## src/rtl/ex_wb_stage_pkg.sv

```systemverilog
// Shared definitions for the EX/WB stage: branch-type encoding and default widths.
package ex_wb_stage_pkg;

  localparam int unsigned DATA_W = 32;
  localparam int unsigned RA_W   = 6;
  localparam int unsigned CNT_W  = 16;

  typedef enum logic [1:0] {
    BR_NONE = 2'b00,
    BR_Z    = 2'b01,
    BR_N    = 2'b10,
    BR_JUMP = 2'b11
  } br_type_e;

endpackage

```

## src/rtl/ex_wb_stage_branch_resolve.sv

```systemverilog
// Combinational branch decision from branch type and architectural Z/N flags.
module branch_resolve
  import ex_wb_stage_pkg::*;
(
  input  br_type_e br_type_i,
  input  logic     flag_z_i,
  input  logic     flag_n_i,
  output logic     taken_o
);

  always_comb begin
    // NOTE: every variable written in always_comb gets a default first so no path infers a latch.
    taken_o = 1'b0;
    case (br_type_i)
      BR_Z:    taken_o = flag_z_i;
      BR_N:    taken_o = flag_n_i;
      BR_JUMP: taken_o = 1'b1;
      default: taken_o = 1'b0;
    endcase
  end

endmodule

```

## src/rtl/ex_wb_stage.sv

```systemverilog
// EX/WB holding register with valid/ready handshake, Z/N flag register,
// branch redirect pulse and retired-instruction counter.
module ex_wb_stage #(
  parameter int unsigned DATA_W = 32,
  parameter int unsigned RA_W   = 6,
  parameter int unsigned CNT_W  = 16
) (
  input  logic              clk,
  input  logic              rst_n,
  input  logic              ex_valid,
  output logic              ex_ready,
  input  logic [DATA_W-1:0] alu_out,
  input  logic              alu_z,
  input  logic              alu_n,
  input  logic [RA_W-1:0]   ex_rd,
  input  logic              ex_reg_we,
  input  logic              ex_set_flags,
  input  logic [1:0]        ex_br_type,
  input  logic [DATA_W-1:0] ex_br_target,
  input  logic              flush,
  output logic              wb_valid,
  input  logic              wb_ready,
  output logic [DATA_W-1:0] wb_data,
  output logic [RA_W-1:0]   wb_rd,
  output logic              wb_reg_we,
  output logic              flag_z,
  output logic              flag_n,
  output logic              br_taken,
  output logic [DATA_W-1:0] br_target,
  output logic [CNT_W-1:0]  retired_cnt
);

  import ex_wb_stage_pkg::*;

  logic              wb_valid_q, wb_valid_d;
  logic [DATA_W-1:0] wb_data_q,  wb_data_d;
  logic [RA_W-1:0]   wb_rd_q,    wb_rd_d;
  logic              wb_we_q,    wb_we_d;
  logic              flag_z_q,   flag_z_d;
  logic              flag_n_q,   flag_n_d;
  logic              br_taken_q, br_taken_d;
  logic [DATA_W-1:0] br_target_q, br_target_d;
  logic [CNT_W-1:0]  cnt_q,      cnt_d;

  logic accept;
  logic consume;
  logic br_hit;

  assign ex_ready = !wb_valid_q || wb_ready;
  assign accept   = ex_valid && ex_ready && !flush;
  assign consume  = wb_valid_q && wb_ready && !flush;

  // Branches resolve against the flags as they stood before this instruction.
  branch_resolve u_branch_resolve (
    .br_type_i (br_type_e'(ex_br_type)),
    .flag_z_i  (flag_z_q),
    .flag_n_i  (flag_n_q),
    .taken_o   (br_hit)
  );

  always_comb begin
    wb_valid_d  = wb_valid_q;
    wb_data_d   = wb_data_q;
    wb_rd_d     = wb_rd_q;
    wb_we_d     = wb_we_q;
    flag_z_d    = flag_z_q;
    flag_n_d    = flag_n_q;
    br_target_d = br_target_q;
    br_taken_d  = accept && br_hit;
    cnt_d       = consume ? cnt_q + CNT_W'(1) : cnt_q;

    if (accept) begin
      wb_valid_d = 1'b1;
      wb_data_d  = alu_out;
      wb_rd_d    = ex_rd;
      wb_we_d    = ex_reg_we;
      if (ex_set_flags) begin
        flag_z_d = alu_z;
        flag_n_d = alu_n;
      end
      if (br_hit) begin
        br_target_d = ex_br_target;
      end
    end else if (consume || flush) begin
      // A flushed entry is dropped without counting as retired.
      wb_valid_d = 1'b0;
    end
  end

  // NOTE: sequential state uses non-blocking assignments so every register samples pre-edge values.
  always_ff @(posedge clk or negedge rst_n) begin
    if (!rst_n) begin
      wb_valid_q  <= 1'b0;
      wb_data_q   <= '0;
      wb_rd_q     <= '0;
      wb_we_q     <= 1'b0;
      flag_z_q    <= 1'b0;
      flag_n_q    <= 1'b0;
      br_taken_q  <= 1'b0;
      br_target_q <= '0;
      cnt_q       <= '0;
    end else begin
      wb_valid_q  <= wb_valid_d;
      wb_data_q   <= wb_data_d;
      wb_rd_q     <= wb_rd_d;
      wb_we_q     <= wb_we_d;
      flag_z_q    <= flag_z_d;
      flag_n_q    <= flag_n_d;
      br_taken_q  <= br_taken_d;
      br_target_q <= br_target_d;
      cnt_q       <= cnt_d;
    end
  end

  assign wb_valid    = wb_valid_q;
  assign wb_data     = wb_data_q;
  assign wb_rd       = wb_rd_q;
  assign wb_reg_we   = wb_valid_q && wb_we_q;
  assign flag_z      = flag_z_q;
  assign flag_n      = flag_n_q;
  assign br_taken    = br_taken_q;
  assign br_target   = br_target_q;
  assign retired_cnt = cnt_q;

endmodule
```

## config.mk

```make
export PLATFORM = sky130hd
export DESIGN_NAME = ex_wb_stage
export DESIGN_NICKNAME = d
export VERILOG_FILES = /design/src/rtl/ex_wb_stage_pkg.sv /design/src/rtl/ex_wb_stage_branch_resolve.sv /design/src/rtl/ex_wb_stage.sv
export SDC_FILE = /design/constraint.sdc
export NUM_CORES = 1
export LEC_CHECK = 0
export CAP_MARGIN = 20
export CORE_MARGIN = 3
export CORE_UTILIZATION = 36
export CTS_CLUSTER_DIAMETER = 40
export DETAILED_ROUTE_END_ITERATION = 10
export GPL_TIMING_DRIVEN = 0
export PLACE_DENSITY = 0.76
export REMOVE_ABC_BUFFERS = 1
export SYNTH_ARGS = -nofsm -noshare
export SYNTH_HDL_FRONTEND = slang
export SYNTH_SLANG_ARGS = --single-unit
```

## constraint.sdc

```tcl
create_clock -name clk -period 1.8 [get_ports clk]
set_input_delay 0.54 -clock clk [delete_from_list [all_inputs] [get_ports clk]]
set_output_delay 0.54 -clock clk [all_outputs]
set_load 0.01 [all_outputs]
```

==> Word-level counts from Yosys, hierarchy flattened <==
Index checks and enable logic that the tools add are counted.
{ "word_totals": {"reg_bits": 91, "in_bits": 81, "out_inout_bits": 92, "wordCells": 29} }
{ "classes": {"n_addsub": 1, "n_eq_ne": 3, "mux": 3, "n_reduce_logical": 13} }
{ "op_table": {"columns": ["operator", "n"], "rows": [
  ["16-bit by 1-bit adder with 16-bit output (second input constant)", 1],
  ["1-bit logical AND", 6],
  ["2-bit equality test (second input constant)", 2],
  ["2-bit AND reduction", 2],
  ["1-bit case mux with 3 select lines", 1],
  ["2-bit by 1-bit equality test with 1-bit output (second input constant)", 1],
  ["1-bit zero test", 2],
  ["1-bit logical OR", 2],
  ["1-bit two-way mux", 2],
  ["2-bit nonzero test", 1]
]} }

==> Depth between registers and ports, before layout <==
Gate-level depths: netlist (run 1).
{ "logic_depth": {"word_depth": 5, "ltp_mapped": 5, "mapped_depth_nobuf": 5} }

==> Hierarchy <==
Synthesis (run 1) repeated with hierarchy kept, for this count alone.
{ "unflattened": {"hier_cells": 231, "area_unflattened_um2": 3503.4} }
{ "modules_own_cells": {"columns": ["mod", "n_inst", "cells_per_inst", "area_per_inst_um2", "seq_area_each_um2"], "rows": [
  ["ex_wb_stage", 1, 228, 3490.8, 2277.2],
  ["branch_resolve", 1, 3, 12.5, 0.0]
]} }

==> Worst setup path before layout (run 1) <==
OpenSTA, ideal clock, no wires.
{ "synth_path": {"path_kind": "register to register", "from": "register wb_valid_q (netlist: wb_valid)", "to": "register br_target_q[10] (netlist: br_target[10])", "setup_time_ns": 0.125, "arrival_ns": 1.671, "required_ns": 1.675, "setup_slack_ns": 0.004, "stages_incl_launch_ff": 6, "path_buffers": 1, "period_less_slack_ns": 1.796, "path_cell_list": "dfrtp_1 nor2b_1 nor3b_2 nor3b_4 buf_4 mux2_2"} }
{ "synth_via": {"elab_chain_cells": 5} }
{ "synth_rtl": {"columns": ["element", "line_no", "text"], "rows": [
  ["from (decl)", "ex_wb_stage.sv:35", "logic wb_valid_q, wb_valid_d;"],
  ["from (signal assigned)", "ex_wb_stage.sv:103", "wb_valid_q <= wb_valid_d;"],
  ["1-bit zero test", "ex_wb_stage.sv:49", "assign ex_ready = !wb_valid_q || wb_ready;"],
  ["1-bit logical OR", "ex_wb_stage.sv:49", null],
  ["1-bit logical AND (2 in a row)", "ex_wb_stage.sv:50", "assign accept = ex_valid && ex_ready && !flush;"],
  ["2-bit AND reduction (no source line)", null, null],
  ["to (signal assigned)", "ex_wb_stage.sv:110", "br_target_q <= br_target_d;"],
  ["to (decl)", "ex_wb_stage.sv:42", "logic [DATA_W-1:0] br_target_q, br_target_d;"]
]} }
Every way passes these cells.
A chain may end at the register's enable or synchronous reset.

==> Worst setup path after layout (run 1) <==
{ "layout_path": {"from": "register wb_valid_q (netlist: wb_valid)", "to": "register br_target_q[21] (netlist: br_target[21])"} }
Same word-level chain as after synthesis.

==> results of run 1 <==
## power groups by stage
| stage | combinational (uW) | clock (uW) | sequential, uW |
|---|---|---|---|
| floorplan | 456 | 0 | 2960 |
| finish | 1890 | 1260 | 2700 |
| global placement | 1830 | 0 | 2750 |
| CTS | 1880 | 1300 | 2700 |
| detailed placement | 1890 | 0 | 2770 |
| global route | 2010 | 1400 | 2770 |
## layout by cell type (no fill, tap or decap), drive strengths merged, types with 2 or more instances in the layout
| cell type | instances |
|---|---|
| dlymetal6s2s | 20 |
| dfrtp | 91 |
| nand3 | 7 |
| inv | 4 |
| xnor2 | 9 |
| nor3b | 2 |
| nor3 | 2 |
| and3 | 4 |
| dlygate4sd2 | 71 |
| nand2 | 3 |
| clkdlybuf4s50 | 77 |
| clkbuf | 11 |
| buf | 23 |
| nor4 | 2 |
| nor2 | 6 |
| clkinvlp | 3 |
| xor2 | 6 |
| mux2 | 74 |
## timing repair
action                     4_1_cts  5_1_grt
buffers inserted                16        0
gates cloned                     2        0
gates resized for setup        111       39
pin swaps                        1        1
setup endpoints to repair      148       59
## synthesized netlist by cell type
cell                        n
sky130_fd_sc_hd__dfrtp_1   91
sky130_fd_sc_hd__mux2_2    74
sky130_fd_sc_hd__xnor2_1    9
sky130_fd_sc_hd__nand3_1    7
sky130_fd_sc_hd__nor2_1     6
sky130_fd_sc_hd__xor2_1     6
sky130_fd_sc_hd__and3_1     4
sky130_fd_sc_hd__buf_2      4
sky130_fd_sc_hd__buf_4      3
sky130_fd_sc_hd__inv_1      3
sky130_fd_sc_hd__nand2_1    3
sky130_fd_sc_hd__nor3_1     2
sky130_fd_sc_hd__nor4_1     2
sky130_fd_sc_hd__a21oi_1    1
sky130_fd_sc_hd__and2_1     1
sky130_fd_sc_hd__ha_1       1
sky130_fd_sc_hd__nand3b_1   1
sky130_fd_sc_hd__nand4_1    1
sky130_fd_sc_hd__nand4b_1   1
sky130_fd_sc_hd__nor2b_1    1
sky130_fd_sc_hd__nor3b_2    1
sky130_fd_sc_hd__nor3b_4    1
## metrics by stage
| stage | cell area (um^2) | hold WS (ns) | utilization | worst slack, ns | power [uW] |
|---|---|---|---|---|---|
| floorplan | 3450 | 0.244 | - | -2.05 | 3410 |
| global placement | 5340 | 0.463 | 0.572 | -3.70 | 4580 |
| detailed placement | 5410 | 0.447 | 0.580 | -1.97 | 4660 |
| CTS | 5780 | 0.0515 | 0.620 | -0.216 | 5880 |
| global route | 5860 | 0.0669 | 0.628 | -0.233 | 6170 |
| finish | 5860 | 0.0652 | 0.628 | -0.164 | 5860 |
## kinds of logic (layout without fill, tap and decap cells)
logic type                 count (synthesis)  after routing  synth area share
AOI/OAI and AO/OA                          1              1           0.00143
and+or+nand+nor                           31             31            0.0523
DFF                                       91             91             0.651
xor gates and xnor gates                  15             15            0.0376
adders and majority gates                  1              1           0.00358
buffers and inverters                     10            211            0.0154
muxes                                     74             74             0.238
## sequential cells by signal, summed over array words and instances (netlist names)
register	count
wb_rd	6
wb_data	32
flag_z	1
br_taken	1
wb_we_q	1
retired_cnt	16
wb_valid	1
br_target	32
flag_n	1
## final cells by class
class / count / area (um^2)
flip-flops and latches: 91 / 2280
clock inverters: 5 / 36.3
fillers: 757 / 3470
well taps: 129 / 161
multi-input cells: 122 / 1320
repair buffers: 192 / 1910
clock buffers: 11 / 141
inverters: 3 / 11.3
## final timing paths
check,start,endpoint,depth (start not counted)
max,wb_valid$_DFFE_PN0P_,br_target[21]$_DFFE_PN0P_,7
max in group asynchronous,rst_n,wb_data[8]$_DFFE_PN0P_,2
min reg2reg,retired_cnt[15]$_DFFE_PN0P_,retired_cnt[15]$_DFFE_PN0P_,1
max reg2reg,wb_valid$_DFFE_PN0P_,br_target[21]$_DFFE_PN0P_,7
min in group clk,retired_cnt[15]$_DFFE_PN0P_,retired_cnt[15]$_DFFE_PN0P_,1
min,rst_n,br_target[13]$_DFFE_PN0P_,1
## routing by layer
metal  global-route usage  share of wire
met2                0.298           0.51
met1                0.215           0.41
met3               0.0426          0.057
met4               0.0684          0.019
met5                    0              0
## critical path, stage by stage (launching register included)
cell	delay, ns
sky130_fd_sc_hd__dfrtp_1	0.40
sky130_fd_sc_hd__nor2b_4	0.14
sky130_fd_sc_hd__nor3b_4	0.25
sky130_fd_sc_hd__buf_8	0.15
sky130_fd_sc_hd__nor3b_4	0.30
sky130_fd_sc_hd__buf_6	0.16
sky130_fd_sc_hd__buf_12	0.13
sky130_fd_sc_hd__mux2_4	0.31
==> impl_results.md, run 1 <==
* Count of maximum capacitance violations at 0
* Total count of max-transition violations in the final report at 0
* Setup CP Type: reg2reg
* Power spent charging and discharging nets at 1680 uW
* Clock edge transition at the registers on the reported setup and hold paths at 0.10 ns
* Internal at 4180 uW
* Vias in the first global route at 2810
* Root Buffer: sky130_fd_sc_hd__clkbuf_8
* Global-route wire length before repair at 15100 um
* Weighted congestion at the end of routability-driven global placement at between 0.6 and 0.7
* Number of hold buffers added after cts at 0
* Number of search-and-repair iterations in the first detailed-routing pass at 4
* Largest area contributor in the synthesized netlist: sky130_fd_sc_hd__dfrtp_1
* Max FO, Critical Path at 8
* Cell area after technology mapping at 0.00350 mm^2
* Setup violations, final at 32
* Global-route congestion overflow total at 0
* Initial core utilization at 0.375
* Hold crit path type: in2async
* Setup slack of the most critical reg-to-reg path at -0.16 ns
* Die Footprint at between 0.01 and 0.015 mm^2
* H-tree lvl count at 3
* Final std cells w/o fill at about 550
* CTS tree: yes
* Startpoint class of the critical path: flop
* Worst vdd rail ir drop at 0.480 mV
* Number of nets at the end of the flow at 501
* Number of endpoints with negative hold slack in the final report at 0
* Antenna-violating nets left at 0
* Detailed-route DRC error count at 0
* Sequential area share after synthesis at 0.651
* Number of instances in the synthesized netlist at 223
* Leakage dissipation at ~0.0029 uW
* Violations in the final reports: negative setup slack
* Number of I/O pins at 173
* Total via count in the routed design at around 2600
* Fin Clk Skew at about 0.018 ns
* Average cell area after synthesis at 15.7 um^2
* Clk buf depth at 2
* Worst setup slack after layout at -0.164 ns
* Fraction of power spent switching nets at 0.287
* Total inserted antenna cells at 0
* Via count normalized by instance count at 4.64
* Routed wire length at between 9000 and 10000 um
* Die Y-Extent at 105 um
* Portion of the clock cycle consumed by the worst path in the final layout at 1.09
* Number of antenna violations at the first check in global routing at 0
* Setup TNS at -4.10 ns
* Unique masters post-synth at 22
* Routed wire per std cell at 17.4 um
* Placed wire-length estimate at around 6500 um
* Share of the synthesized area in the top cell type at 0.651
* Top cells by area in the synthesized netlist: sky130_fd_sc_hd__dfrtp_1 (65%), sky130_fd_sc_hd__mux2_2 (24%), sky130_fd_sc_hd__xnor2_1 (2.3%), sky130_fd_sc_hd__xor2_1 (1.5%), sky130_fd_sc_hd__nand3_1 (1.0%)
* CTS Buf Count at 9
* Actual transition at the worst max-transition pin at 0.375 ns
* Tot GR Track Use at 0.175
* Flops & latches, synth at 91
* Combinational power share at 0.323
* Critical Path End Type: flop
* Cell row count at 35
* Area added between synthesis and finish at 67.5%
* Core footprint at 0.00933 mm^2
* Part of the total power dissipated in the clock network at 0.216
* Setup repair after global routing missed its margin: yes
* Share of final-layout standard cells stronger than drive strength 1 at 0.278
* Latest clock arrival within the worst-skew pair at between 0.3 and 0.4 ns
* Synth Warn # at 0
* Data arrival, critical path at 2.19 ns
* Min cycle time layout at 1.96 ns
* Maximum number of pins on one net before global-route repair at 72
* Placed Cells at 521
* Status: complete, but fails checks
* Die X-Extent at 105 um
* Flop pwr share at 0.462
* Data required time of the critical path at 2.02 ns
* IO Port Bufs at 172
* CTS sink cnt at 91
* Power per cell area at approximately 1000 mW/mm^2
* Max-slew headroom at 0.749
* Number of DRC markers in iteration 0 at 77
* Max Fclk at 0.509 GHz
Power figures use the tool's default switching activity.
==> run 2, diff against run 1 <==
--- a/config.mk
+++ b/config.mk
@@ -9,6 +9,7 @@
 export CORE_MARGIN = 3
 export CORE_UTILIZATION = 36
 export CTS_CLUSTER_DIAMETER = 40
+export CTS_CLUSTER_SIZE = 30
 export DETAILED_ROUTE_END_ITERATION = 10
 export GPL_TIMING_DRIVEN = 0
 export PLACE_DENSITY = 0.76
==> results of run 2 <==
No change in the layout: final DEF, timing and power equal those of run 1.
